===== config.mk =====
export PLATFORM = sky130hd
export DESIGN_NAME = rr_mux_arbiter
export DESIGN_NICKNAME = d
export VERILOG_FILES = /design/src/rtl/arb_pkg.sv /design/src/rtl/rr_pick.sv /design/src/rtl/rr_mux_arbiter.sv
export SDC_FILE = /design/constraint.sdc
export NUM_CORES = 1
export LEC_CHECK = 0
export CAP_MARGIN = 20
export CORE_UTILIZATION = 35
export CTS_CLUSTER_DIAMETER = 120
export DETAILED_ROUTE_END_ITERATION = 8
export DONT_BUFFER_PORTS = 1
export PLACE_DENSITY = 0.5
export SLEW_MARGIN = 10
export SYNTH_ARGS = -nofsm -noshare
export SYNTH_HDL_FRONTEND = slang
export SYNTH_HIERARCHICAL = 1
export SYNTH_SLANG_ARGS = --single-unit

===== constraint.sdc =====
create_clock -name clk -period 4.2 [get_ports clk]
set_input_delay 0.84 -clock clk [delete_from_list [all_inputs] [get_ports clk]]
set_output_delay 0.84 -clock clk [all_outputs]
set_load 0.03 [all_outputs]

===== src/rtl/arb_pkg.sv =====
// Shared types and default sizing for the round-robin mux arbiter.
// Holds the FSM state encoding and the default requester/hold parameters.
package arb_pkg;

  localparam int ARB_EXP_DEFAULT      = 3;
  localparam int ARB_MAX_HOLD_DEFAULT = 16;

  typedef enum logic {
    IDLE = 1'b0,
    BUSY = 1'b1
  } arb_state_e;

endpackage


===== src/rtl/rr_pick.sv =====
// Rotated priority search: first set request at or after ptr, wrapping N-1 -> 0.
// Purely combinational; the arbiter registers whatever it selects.
module rr_pick
  import arb_pkg::*;
#(
  parameter int EXP = ARB_EXP_DEFAULT
) (
  input  logic [(2**EXP)-1:0] req,
  input  logic [EXP-1:0]      ptr,
  output logic                found,
  output logic [EXP-1:0]      idx
);

  localparam int N = 2**EXP;

  // Candidate index arithmetic is EXP bits wide, so ptr + k wraps on its own.
  always_comb begin
    found = 1'b0;
    idx   = ptr;
    for (int k = 0; k < N; k++) begin
      if (!found && req[ptr + EXP'(k)]) begin
        found = 1'b1;
        idx   = ptr + EXP'(k);
      end
    end
  end

endmodule


===== src/rtl/rr_mux_arbiter.sv =====
// Locked round-robin arbiter: one grant at a time, released by done or by a hold timeout.
// grant_idx is a plain register meant to drive the select of a shared N:1 mux tree.
module rr_mux_arbiter
  import arb_pkg::*;
#(
  parameter int EXP      = ARB_EXP_DEFAULT,
  parameter int MAX_HOLD = ARB_MAX_HOLD_DEFAULT
) (
  input  logic                clk,
  input  logic                reset_n,
  input  logic [(2**EXP)-1:0] req,
  input  logic                done,
  output logic                grant_valid,
  output logic [EXP-1:0]      grant_idx,
  output logic [(2**EXP)-1:0] grant,
  output logic                timeout
);

  localparam int N      = 2**EXP;
  localparam int HOLD_W = $clog2(MAX_HOLD);
  localparam logic [HOLD_W-1:0] HOLD_LAST = HOLD_W'(MAX_HOLD - 1);

  if (EXP < 1) begin : g_bad_exp
    $error("rr_mux_arbiter: EXP must be at least 1");
  end
  if (MAX_HOLD < 2) begin : g_bad_hold
    $error("rr_mux_arbiter: MAX_HOLD must be at least 2");
  end

  arb_state_e        state_q, state_d;
  logic [EXP-1:0]    ptr_q, ptr_d;
  logic [HOLD_W-1:0] hold_q, hold_d;
  logic [EXP-1:0]    grant_idx_q, grant_idx_d;
  logic [N-1:0]      grant_q, grant_d;
  logic              grant_valid_q, grant_valid_d;
  logic              timeout_q, timeout_d;

  logic              pick_found;
  logic [EXP-1:0]    pick_idx;

  rr_pick #(
    .EXP (EXP)
  ) u_pick (
    .req   (req),
    .ptr   (ptr_q),
    .found (pick_found),
    .idx   (pick_idx)
  );

  always_comb begin
    // NOTE: every _d takes its held value first, so no branch can leave one unassigned and infer a latch.
    state_d       = state_q;
    ptr_d         = ptr_q;
    hold_d        = hold_q;
    grant_idx_d   = grant_idx_q;
    grant_d       = grant_q;
    grant_valid_d = grant_valid_q;
    timeout_d     = 1'b0;

    case (state_q)
      IDLE: begin
        if (pick_found) begin
          state_d       = BUSY;
          grant_idx_d   = pick_idx;
          hold_d        = '0;
          grant_valid_d = 1'b1;
          grant_d       = N'(1) << pick_idx;
        end
      end

      BUSY: begin
        // The grant is locked: req is ignored here; only done or the hold limit ends it.
        if (done || (hold_q == HOLD_LAST)) begin
          state_d       = IDLE;
          ptr_d         = grant_idx_q + EXP'(1);
          hold_d        = '0;
          grant_valid_d = 1'b0;
          grant_d       = '0;
          timeout_d     = !done;
        end else begin
          hold_d = hold_q + HOLD_W'(1);
        end
      end

      default: begin
        state_d       = IDLE;
        grant_valid_d = 1'b0;
        grant_d       = '0;
      end
    endcase
  end

  always_ff @(posedge clk or negedge reset_n) begin
    if (!reset_n) begin
      state_q       <= IDLE;
      ptr_q         <= '0;
      hold_q        <= '0;
      grant_idx_q   <= '0;
      grant_q       <= '0;
      grant_valid_q <= 1'b0;
      timeout_q     <= 1'b0;
    end else begin
      // NOTE: non-blocking assignments so every flop samples the pre-edge values together.
      state_q       <= state_d;
      ptr_q         <= ptr_d;
      hold_q        <= hold_d;
      grant_idx_q   <= grant_idx_d;
      grant_q       <= grant_d;
      grant_valid_q <= grant_valid_d;
      timeout_q     <= timeout_d;
    end
  end

  assign grant_valid = grant_valid_q;
  assign grant_idx   = grant_idx_q;
  assign grant       = grant_q;
  assign timeout     = timeout_q;

  a_grant_onehot : assert property (@(posedge clk) disable iff (!reset_n)
    grant_valid_q |-> (grant_q == (N'(1) << grant_idx_q)));

  a_grant_zero_idle : assert property (@(posedge clk) disable iff (!reset_n)
    !grant_valid_q |-> (grant_q == '0));

  a_timeout_on_release : assert property (@(posedge clk) disable iff (!reset_n)
    timeout_q |-> !grant_valid_q);

endmodule


Word-level counts from Yosys, hierarchy flattened:

Index checks and enable logic that the tools add are counted.

* bits in registers: 21

* $add $sub $neg: 9
* $lt $le $gt $ge: 8
* eq/ne operators: 3
* shifts and indexed selects: 1
* muxes and demuxes: 45
* bitwise logic cells: 1
* reduce and logical (&&, ||, !) cells: 19

Operator list (count)
* $lt 3x4->1 const B: 8
* $bmux 1 s3: 8
* $mux 1: 22
* $mux 3: 7
* $mux 8: 2
* $pmux 8 s2: 1
* $add 3x3->3 const B: 4
* $logic_not 1->1: 8
* $mux 4: 2
* $pmux 4 s2: 1
* $shl 1x3->8 const A: 1
* $logic_and 1x1->1: 7
* $add 3x1->3 const B: 2
* $add 3x2->3 const B: 2
* $reduce_and 2->1: 3
* $add 4x1->4 const B: 1
* $eq 4x4->1 const B: 1
* $pmux 1 s2: 2
* $ne 2x1->1 const B: 1
* $ne 2x2->1 const B: 1
* $logic_or 1x1->1: 1
* $not 1->1: 1

Logic depth before layout (Yosys ltp):

* word-level depth: 27
* gate-level depth with buffers: 13
* depth with buffers taken out: 11

Modules after synthesis:

Netlist, hierarchy kept.

Modules (own cells, without submodules)
* rr_mux_arbiter: instances 1, cells an instance 81, area an instance 904.6 um^2
* rr_pick: instances 1, cells an instance 97, area an instance 867.1 um^2

Worst setup path before layout:

OpenSTA, ideal clock, no wires.

* path type: register to register
* from: reg ptr_q[1]
* to: reg grant_q[1], in the netlist grant[1]
* library setup time: 0.118 ns
* arrival time: 3.530 ns
* path slack: 0.552 ns
* cell stages (with the launch flop): 14
* period minus slack after synthesis: 3.648 ns
* cell sequence: dfrtp_1 buf_2 inv_1 ha_1 buf_4 mux4_2 mux2_2 o32a_1 or3_4 a2bb2oi_1 a211oi_2 nand2b_1 nor3_1 a21o_1

* cells in the longest elaborated chain, start to end: 27
* elaborated cells between the ends (all ways): 57
* those cells by class: 7 x add/sub; 1 x eq/ne; 1 x shift; 33 x mux; 15 x reduce/logical

Ends and longest elaborated chain
* start: declaration: line rr_mux_arbiter.sv:31 `logic [EXP-1:0] ptr_q, ptr_d;`
* start signal: assignment: line rr_mux_arbiter.sv:105 `ptr_q <= ptr_d;`
* parallel branches: the longest is 23 deep, another holds $add 3x1->3
* $mux 3 (*): line rr_pick.sv:21 `if (!found && req[ptr + EXP'(k)]) begin`
* via pick_idx[1]: line rr_mux_arbiter.sv:39 `logic [EXP-1:0] pick_idx;`
* $shl 1x3->8 (*): line rr_mux_arbiter.sv:67 `grant_d = N'(1) << pick_idx;`
* $mux 8 (*): line rr_mux_arbiter.sv:62 `if (pick_found) begin`
* $pmux 8 s2 (*): line rr_mux_arbiter.sv:60 `case (state_q)`
* end signal: assignment: line rr_mux_arbiter.sv:108 `grant_q <= grant_d;`
* end: declaration: line rr_mux_arbiter.sv:34 `logic [N-1:0] grant_q, grant_d;`

Mark *: on every way through the listed nets, which the timed path passes. The select of a mux whose other input is x is not followed.
A chain may end at the register's enable or synchronous reset.

Worst setup path after layout:

* from: reg ptr_q[1]
* to: reg grant_q[3], in the netlist grant[3]

Same word-level chain as after synthesis.

==> impl_results.md <==
* Post-synth ARST share at 1.00
* Die X at 73.1 um
* Number of port buffers at 0
* Area of the multi-input gates at 1180 um2
* Relative slew slack at 0.552
* Worst IR Drop VDD at 0.361 mV
* Reg-to-Reg End: grant[3]
* Critical path required time at 4.35 ns
* Fin. max-slew vios at 0
* Post-DRT Antenna Nets at 0
* Worst R2R Start: ptr_q[1]
* Delay-heaviest family, CP: compound AO/OA/AOI/OAI gates
* Synth Net Count at 193
* Worst Path Buf+Inv at 2
* First drt pass iteration count at 5
* Initial antenna violation count at 0
* Final Hold Vio Count at 0
* I/O pin cnt at 24
* Fin crit period at 3.84 ns
* H-tree depth at 1
* Setup Buffers After CTS at 0
* Clock latency on the worst-skew pair at between 0.2 and 0.3 ns
* Vias in the first global route at about 1500
* N_diodes at 0
* Clock-pin slew on the worst setup and hold paths at 0.07 ns
* Fin Setup TNS at 0 ns
* CP Cell Sequence: inv_1 -> ha_1 -> buf_4 -> mux4_2 -> mux2_2 -> a2111oi_0 -> or3_1 -> a221oi_1 -> o32ai_1 -> nor2_1 -> a32o_1
* Arr. time, crit path at 3.99 ns
* Final core utilization at 0.395
* RSZ-0062 raised after global routing: false
* Final wirelength at 4210 um
* CP startpoint kind: flip-flop
* Die Height at around 73 um
* Largest net degree at the start of global routing at 22
* Top post-synthesis cells by area: dfrtp_1, mux4_2, nand2_1
* Area leader, netlist: dfrtp_1
* RD Place Congestion at 0.943
* Final number of setup-violating endpoints at 0
* Gate Count Post-Synth at around 180
* Most frequent cell after synthesis: dfrtp_1
* Syn avg cell area at 9.95 um2
* Initial Util at 0.370
* Crit path max fanout at 8
* Final HPWL DP at 3130 um
* Global-route wire length before repair at 6990 um
* Rows at 25
* DRC viols at 0
* Clk root buf: clkbuf_8
* Post-CTS sizing at 0
* R2R depth at 11
* Reg2Reg Setup Slack at between 0.3 and 0.4 ns
* PwrDens at slightly above 900 nW/um2
* Area share of the largest cell type after synthesis at 0.297
* Die area at 5350 um2
* Post-synth top flop: dfrtp_1
* Syn. warnings at 6
* Slowest stage delay, CP at 0.63 ns
* Status: complete, no violations
* CTS tree: yes
* Post-synth top cells: dfrtp_1, nand2_1, nor2_1, mux4_2, o21ai_0
* Reg area at 526 um2
* Max cap viols at 0
* Global route total overflow at 0
* Area delta synth->final at 6.57%
* Total number of vias at about 1500
* Flops & latches, synth at 21
* Clk_skew at 0.00399 ns
* WL per Instance at 17.2 um
* Synth cell types at 49
* Post-synthesis sequential area ratio at 0.297
* Initial DRC count at 138
* Maximum clock path buffer count at 2
* Total track usage at 0.169
* CP Class: flip-flop to flip-flop
* Hold Path Class: primary input to asynchronous set/reset pin
* Mapped Area at 1770 um2
* Vias/cell at just over 6
* Layout Nets at 194
* Fraction of layout cells with a size suffix above 1 at 0.174
* CTS Sinks at 21
* Crit path from: ptr_q[1]
* Slew @ Worst Pin at 0.670 ns
* Period utilization at 0.915
* CTS Hold Buffers Added at 0
* Worst Setup End Kind: flip-flop
* Number of enable flip-flop cells after synthesis at 0
* Placeable Area at 4790 um2
* Leakage power at 0.743 nW
* Fillers at 467
* CP max-delay cell: o32ai_1
* Highest clock rate at 260 MHz
* TritonCTS Buffers at 3
## state kept, by name (all words and copies together), names as in the netlist
signal,flops
ptr_q,3
hold_q,4
timeout,1
grant_idx,3
grant_valid,1
state_q,1
grant,8
## cells by family after synthesis
group | share of synthesized area
compound gates | 0.244
mux | 0.213
xor+xnor | 0.0247
fa+ha+maj | 0.0282
buf+inv | 0.0395
simple gates | 0.153
flops | 0.297
## layout by cell type (no fill, tap or decap), types with 6 or more instances in the layout
cell type	instances
a21oi_1	8
mux2_2	6
nand2b_1	8
nor2_1	13
inv_1	7
nor2b_1	6
o21ai_0	9
dfrtp_1	21
nand2_1	19
mux4_2	12
## layout make-up
cell class,count,share of cell area
multi-input cells,142,0.623
flip-flops and latches,21,0.278
well taps,67,0.0444
clock buffers,3,0.0219
repair buffers,4,0.0159
inverters,7,0.0139
clock inverters,1,0.00265
## metal layers
layer,part of all wire,vias to the layer above,GRT usage
met4,0.013,0,0.0632
met5,0,-,0
met2,0.49,50,0.286
met1,0.45,750,0.220
met3,0.051,4,0.0221
li1,-,684,-
## power by group
group	total [W]	switching, W	internal [W]
Sequential	0.000388	0.000130	0.000257
Combinational	0.00119	0.000670	0.000523
Clock	0.000129	0.0000632	0.0000660
## worst max path at each step
stage	to	cells after the start
floorplan	grant[1]	13
global route	grant[3]	11
finish	grant[3]	11
global placement	grant[3]	11
CTS	grant[1]	11
detailed placement	grant[3]	11
## metrics by stage
stage	cells	instance area, um2	setup WS [ns]	hold slack, ns	power [W]
2_1_floorplan	178	1770	0.552	0.480	0.00133
3_3_place_gp	241	1840	0.467	0.534	0.00155
3_5_place_dp	241	1840	0.397	0.545	0.00156
4_1_cts	245	1890	0.376	0.262	0.00170
5_1_grt	245	1890	0.0624	0.254	0.00184
6_report	245	1890	0.358	0.268	0.00171
Power figures use the tool's default switching activity.
